===== src/rtl/led_seq_ctrl_pkg.sv =====
// Shared definitions for the LED sequencer: state encoding and display codes.
package led_pkg;

  localparam int LED_W_DFLT = 8;

  typedef enum logic [1:0] {
    ST_IDLE   = 2'd0,
    ST_SHOW   = 2'd1,
    ST_FINISH = 2'd2
  } state_t;

  localparam logic [7:0] PAT0 = 8'h10;
  localparam logic [7:0] PAT1 = 8'h92;
  localparam logic [7:0] PAT2 = 8'h53;
  localparam logic [7:0] PAT3 = 8'hEE;
  localparam logic [7:0] PAT4 = 8'h77;

endpackage


===== src/rtl/led_seq_ctrl_if.sv =====
// Control/status bundle between the surrounding top level and the LED sequencer.
interface led_seq_ctrl_if #(
  parameter int LED_W = 8
);
  logic             start;
  logic             abort;
  logic             loop_en;
  logic [LED_W-1:0] led;
  logic             busy;
  logic             done;
  logic [3:0]       step_idx;

  modport master (output start, abort, loop_en, input led, busy, done, step_idx);
  modport slave  (input start, abort, loop_en, output led, busy, done, step_idx);
endinterface


===== src/rtl/led_pattern_rom.sv =====
// 16-entry display-code table; entries past the defined patterns read as blank.
module led_pattern_rom
  import led_pkg::*;
#(
  parameter int LED_W = LED_W_DFLT
) (
  input  logic [3:0]       idx,
  output logic [LED_W-1:0] code
);
  always_comb begin
    code = '0;
    case (idx)
      4'd0:    code = LED_W'(PAT0);
      4'd1:    code = LED_W'(PAT1);
      4'd2:    code = LED_W'(PAT2);
      4'd3:    code = LED_W'(PAT3);
      4'd4:    code = LED_W'(PAT4);
      default: code = '0;
    endcase
  end
endmodule


===== src/rtl/led_seq_ctrl.sv =====
// LED sequencer: steps through the pattern table, holding each code for DWELL cycles.
module led_seq_ctrl
  import led_pkg::*;
#(
  parameter int DWELL     = 25000000,
  parameter int NUM_STEPS = 5,
  parameter int LED_W     = LED_W_DFLT
) (
  input  logic          clk,
  input  logic          rst_n,
  led_seq_ctrl_if.slave bus
);
  localparam int             CW       = $clog2(DWELL + 1);
  localparam logic [CW-1:0]  CNT_LAST = CW'(DWELL - 1);
  localparam logic [3:0]     IDX_LAST = 4'(NUM_STEPS - 1);

  state_t           state, state_nxt;
  logic [CW-1:0]    cnt, cnt_nxt;
  logic [3:0]       idx, idx_nxt;
  logic [LED_W-1:0] code, led_q, led_nxt;
  logic             busy_q, busy_nxt, done_q, done_nxt;

  // ROM is addressed by the next index so the code lands in led alongside step_idx
  led_pattern_rom #(.LED_W(LED_W)) u_rom (.idx(idx_nxt), .code(code));

  always_ff @(posedge clk or negedge rst_n) begin
    if (!rst_n) begin
      state  <= ST_IDLE;
      cnt    <= '0;
      idx    <= '0;
      led_q  <= '0;
      busy_q <= 1'b0;
      done_q <= 1'b0;
    end else begin
      state  <= state_nxt;
      cnt    <= cnt_nxt;
      idx    <= idx_nxt;
      led_q  <= led_nxt;
      busy_q <= busy_nxt;
      done_q <= done_nxt;
    end
  end

  always_comb begin
    state_nxt = state;
    cnt_nxt   = cnt;
    idx_nxt   = idx;
    if (bus.abort) begin
      state_nxt = ST_IDLE;
      cnt_nxt   = '0;
      idx_nxt   = '0;
    end else begin
      case (state)
        ST_IDLE: begin
          cnt_nxt = '0;
          idx_nxt = '0;
          if (bus.start) state_nxt = ST_SHOW;
        end
        ST_SHOW: begin
          if (cnt == CNT_LAST) begin
            cnt_nxt = '0;
            if (idx != IDX_LAST) idx_nxt = idx + 4'd1;
            else begin
              idx_nxt = '0;
              if (!bus.loop_en) state_nxt = ST_FINISH;
            end
          end else begin
            cnt_nxt = cnt + CW'(1);
          end
        end
        default: begin
          state_nxt = ST_IDLE;
          cnt_nxt   = '0;
          idx_nxt   = '0;
        end
      endcase
    end
  end

  always_comb begin
    busy_nxt = (state_nxt == ST_SHOW);
    done_nxt = (state_nxt == ST_FINISH);
    led_nxt  = busy_nxt ? code : '0;
  end

  assign bus.led      = led_q;
  assign bus.busy     = busy_q;
  assign bus.done     = done_q;
  assign bus.step_idx = idx;
endmodule


===== src/flat_wrapper.sv =====
// flat-port wrapper written by rule: the top's interface ports become plain ports
module led_seq_ctrl_flat import led_pkg::*;
#(
  parameter int DWELL     = 25000000,
  parameter int NUM_STEPS = 5,
  parameter int LED_W     = LED_W_DFLT
)
  (clk, rst_n, bus_start, bus_abort, bus_loop_en, bus_led, bus_busy, bus_done, bus_step_idx);
  led_seq_ctrl_if #(.LED_W(LED_W)) bus_i ();
  input  logic clk;
  input  logic rst_n;
  input wire logic [$bits(bus_i.start)-1:0] bus_start;
  input wire logic [$bits(bus_i.abort)-1:0] bus_abort;
  input wire logic [$bits(bus_i.loop_en)-1:0] bus_loop_en;
  output wire logic [$bits(bus_i.led)-1:0] bus_led;
  output wire logic [$bits(bus_i.busy)-1:0] bus_busy;
  output wire logic [$bits(bus_i.done)-1:0] bus_done;
  output wire logic [$bits(bus_i.step_idx)-1:0] bus_step_idx;
  assign bus_i.start = bus_start;
  assign bus_i.abort = bus_abort;
  assign bus_i.loop_en = bus_loop_en;
  assign bus_led = bus_i.led;
  assign bus_busy = bus_i.busy;
  assign bus_done = bus_i.done;
  assign bus_step_idx = bus_i.step_idx;
  led_seq_ctrl #(.DWELL(DWELL), .NUM_STEPS(NUM_STEPS), .LED_W(LED_W)) u_core (.clk(clk), .rst_n(rst_n), .bus(bus_i));
endmodule

===== config.mk =====
export PLATFORM = sky130hd
export DESIGN_NAME = led_seq_ctrl_flat
export DESIGN_NICKNAME = d
export VERILOG_FILES = /design/src/rtl/led_seq_ctrl_pkg.sv /design/src/rtl/led_seq_ctrl_if.sv /design/src/rtl/led_pattern_rom.sv /design/src/rtl/led_seq_ctrl.sv /design/src/flat_wrapper.sv
export SDC_FILE = /design/constraint.sdc
export NUM_CORES = 1
export LEC_CHECK = 0
export BUFFER_PORTS_ARGS = -buffer_cell sky130_fd_sc_hd__clkbuf_2
export CAP_MARGIN = 20
export CORE_ASPECT_RATIO = 1.1
export CORE_UTILIZATION = 58
export DETAILED_ROUTE_END_ITERATION = 8
export HOLD_SLACK_MARGIN = 0.15
export PLACE_DENSITY = 0.79
export SYNTH_ARGS = -nofsm -noshare
export SYNTH_HDL_FRONTEND = slang
export SYNTH_SLANG_ARGS = --single-unit

===== constraint.sdc =====
create_clock -name clk -period 3.25 [get_ports clk]
set_clock_uncertainty 0.2 [all_clocks]
set_input_delay 0.975 -clock clk [delete_from_list [all_inputs] [get_ports clk]]
set_output_delay 0.975 -clock clk [all_outputs]
set_load 0.005 [all_outputs]

==> flow_metrics.tcl <==
set metrics [dict create \
    status "finished clean" \
    placedCellCount 244 \
    final_core_util 0.698 \
    port_buffers 18 \
    drive_above_1_share 0.215 \
    diodes 0 \
    critPathCaptureType "flop" \
    synth_edf_count 0 \
    syn_area_mm2 0.00199 \
    rsz0062_at_grt "no" \
    yosys.area.top_type "dfrtp_1" \
    setup_viol 0 \
    htree_levels 2 \
    total_power_uw 848 \
    cts-root-buf "clkbuf_4" \
    core-area_mm2 0.00315 \
    gp_congestion 0.855 \
    whs_ns 0.256 \
    synth_top_area_share 0.503 \
    fin_crit_ns 2.66 \
    io_pins 19 \
    fin_ws_ns 0.590 \
    cts_resized 0 \
    ant_nets 0 \
    finalNonFillerCells 253 \
    p_leak_nw 0.945 \
    drt_first_iter_violations 65 \
    drv_slew 0 \
    max-cap-violations 0 \
    nNetsFinal 226 \
    cts_hold_buf 0 \
    rows 21 \
    cts_buffers 5 \
    crit_path_top_delay_cell "dfrtp_1" \
    critPathBufInv 0 \
    start_util 0.632 \
    grt_use_total 0.238 \
    yosys-top-cells-area "dfrtp_1 50%, xor2_1 6.2%, nor2_1 6.0%, nand2_1 3.6%, nand3_1 2.8%" \
    grt_antenna_before_repair 0 \
    tritoncts "done" \
    ys_seq_elements 40 \
    first_global_vias 1475 \
    synthFlopType "dfrtp_1" \
    slew_headroom 0.506 \
    cts_setup_buffers 0 \
    cp_slowest_stage_delay_ns 0.46 \
    grt_overflow_total 0 \
    powerDensity_mw_per_mm2 385 \
    synthArstFlopShare 1.00 \
    critPathRequiredTime_ns 3.31 \
    syn_inst 196 \
    ys_seq_area_frac 0.503 \
    syn_avg_cell_area_um2 10.2 \
    clock.fmax_mhz 376 \
    path_cells "nor4b_4, nand4_2, nor3_4, mux2_2, or2_2, a211oi_2" \
    cts.path.max_buffers 2 \
    peakVddDrop_mv 0.329 \
    chipWidth_um 57.9 \
    drt-pass1-iter-count 4 \
    die_area_mm2 0.00367 \
    yosys_warnings 0 \
    startpoint_type "flop" \
    area_growth_pct 10.6 \
    wire_per_inst_um 15.1 \
    grt_max_degree 41 \
    tightest_slew_ns 0.739 \
    dp_hpwl_um 2760 \
    wl_um 3810 \
    viasPerCell 5.89 \
    criticalPathCategory "flop to flop" \
    post-place-ws_ns 0.430 \
    tns_ns 0 \
    num_vias 1490 \
    grt_first_pass_wirelength_um 6660 \
    path_delay_family "simple AND/OR/NAND/NOR gates" \
    clk_pin_slew_worst_paths_ns 0.11 \
    finish.instance_area_mm2 0.00220 \
    dpl_cell_area_mm2 0.00211 \
    clock_latency_ns 0.34 \
    holdCritPathClass "input port to async pin" \
    fp.dieH_um 63.5 \
    post-route-period-util 0.818 \
    yosysUniqueCellTypes 41 \
    post-route-drc-count 0 \
    cts_sinks 40 \
    synth_fp_nets 204 \
    crit_path_max_fanout 9 \
    hold_violations 0 \
    cp.arrival_ns 2.72 \
]
power breakdown:
| part | leakage (nW) | total [mW] | switching, mW | internal [mW] |
|---|---|---|---|---|
| Combinational | 0.348 | 0.0310 | 0.0229 | 0.00810 |
| Clock | 0.0422 | 0.313 | 0.152 | 0.161 |
| Sequential | 0.554 | 0.503 | 0.00248 | 0.501 |
| Total | 0.945 | 0.848 | 0.178 | 0.670 |
cells by family after synthesis:
| group | after synthesis | synth area share |
|---|---|---|
| flops | 40 | 0.503 |
| compound gates | 22 | 0.0785 |
| mux | 3 | 0.0163 |
| fa+ha+maj | 3 | 0.0188 |
| xor+xnor | 20 | 0.0879 |
| simple gates | 99 | 0.277 |
| buf+inv | 9 | 0.0188 |
cells in the final DEF (no fill, tap or decap), types with 2 or more instances in the layout:
cell type	count
nor3_1	3
mux2_2	2
xnor2_1	6
xor2_1	14
or3_1	4
or2_2	3
clkbuf_4	5
o21ai_0	4
clkbuf_2	18
and3_2	3
ha_1	3
nand2_1	19
nand3_1	11
inv_1	5
nand4_1	4
and3_1	2
a31oi_1	3
nor2_1	32
nand2b_1	2
a21oi_1	9
dfrtp_1	40
nor4_1	4
nand4_2	2
flip-flops by register name, indices dropped and copies added, names as in the netlist:
| name | flops |
|---|---|
| u_core.bus.done | 1 |
| u_core.state | 2 |
| u_core.cnt | 25 |
| u_core.bus.step_idx | 4 |
| u_core.bus.busy | 1 |
| u_core.bus.led | 7 |
area by class of cell:
type	count	area, um^2
repair buffers	19	110
clock buffers	6	41.3
multi-input cells	147	953
clock inverters	2	35.0
inverters	5	18.8
fillers	236	951
flip-flops and latches	40	1000
well taps	34	42.5
path summary, 6_finish.rpt:
path / from / end / slack, ns / cells past startpoint
setup / recovery: u_core.cnt[9] / u_core.bus.led[0] / 0.59 / 6
max in group asynchronous: rst_n / u_core.cnt[22] / 2.17 / 2
min in group clk: u_core.state[0] / u_core.bus.busy / 0.33 / 1
hold / removal: rst_n / u_core.cnt[3] / 0.26 / 1
setup reg to reg: u_core.cnt[9] / u_core.bus.led[0] / 0.59 / 6
hold reg to reg: u_core.state[0] / u_core.bus.busy / 0.33 / 1
Yosys cell counts (2+ instances only):
cell	count
a21oi_1	9
a31oi_1	3
and3_1	2
and3_2	3
clkbuf_1	2
dfrtp_1	40
ha_1	3
inv_1	5
mux2_2	2
nand2_1	19
nand2b_1	2
nand3_1	11
nand4_1	4
nand4_2	2
nor2_1	32
nor3_1	3
nor4_1	4
o21ai_0	4
or2_2	3
or3_1	4
xnor2_1	6
xor2_1	14
routing by layer:
layer | track usage | part of all wire
met1 | 0.295 | 0.42
met2 | 0.397 | 0.53
met3 | 0.0616 | 0.032
met4 | 0.0893 | 0.020
met5 | 0 | 0
(Power assumes the default switching activity.)
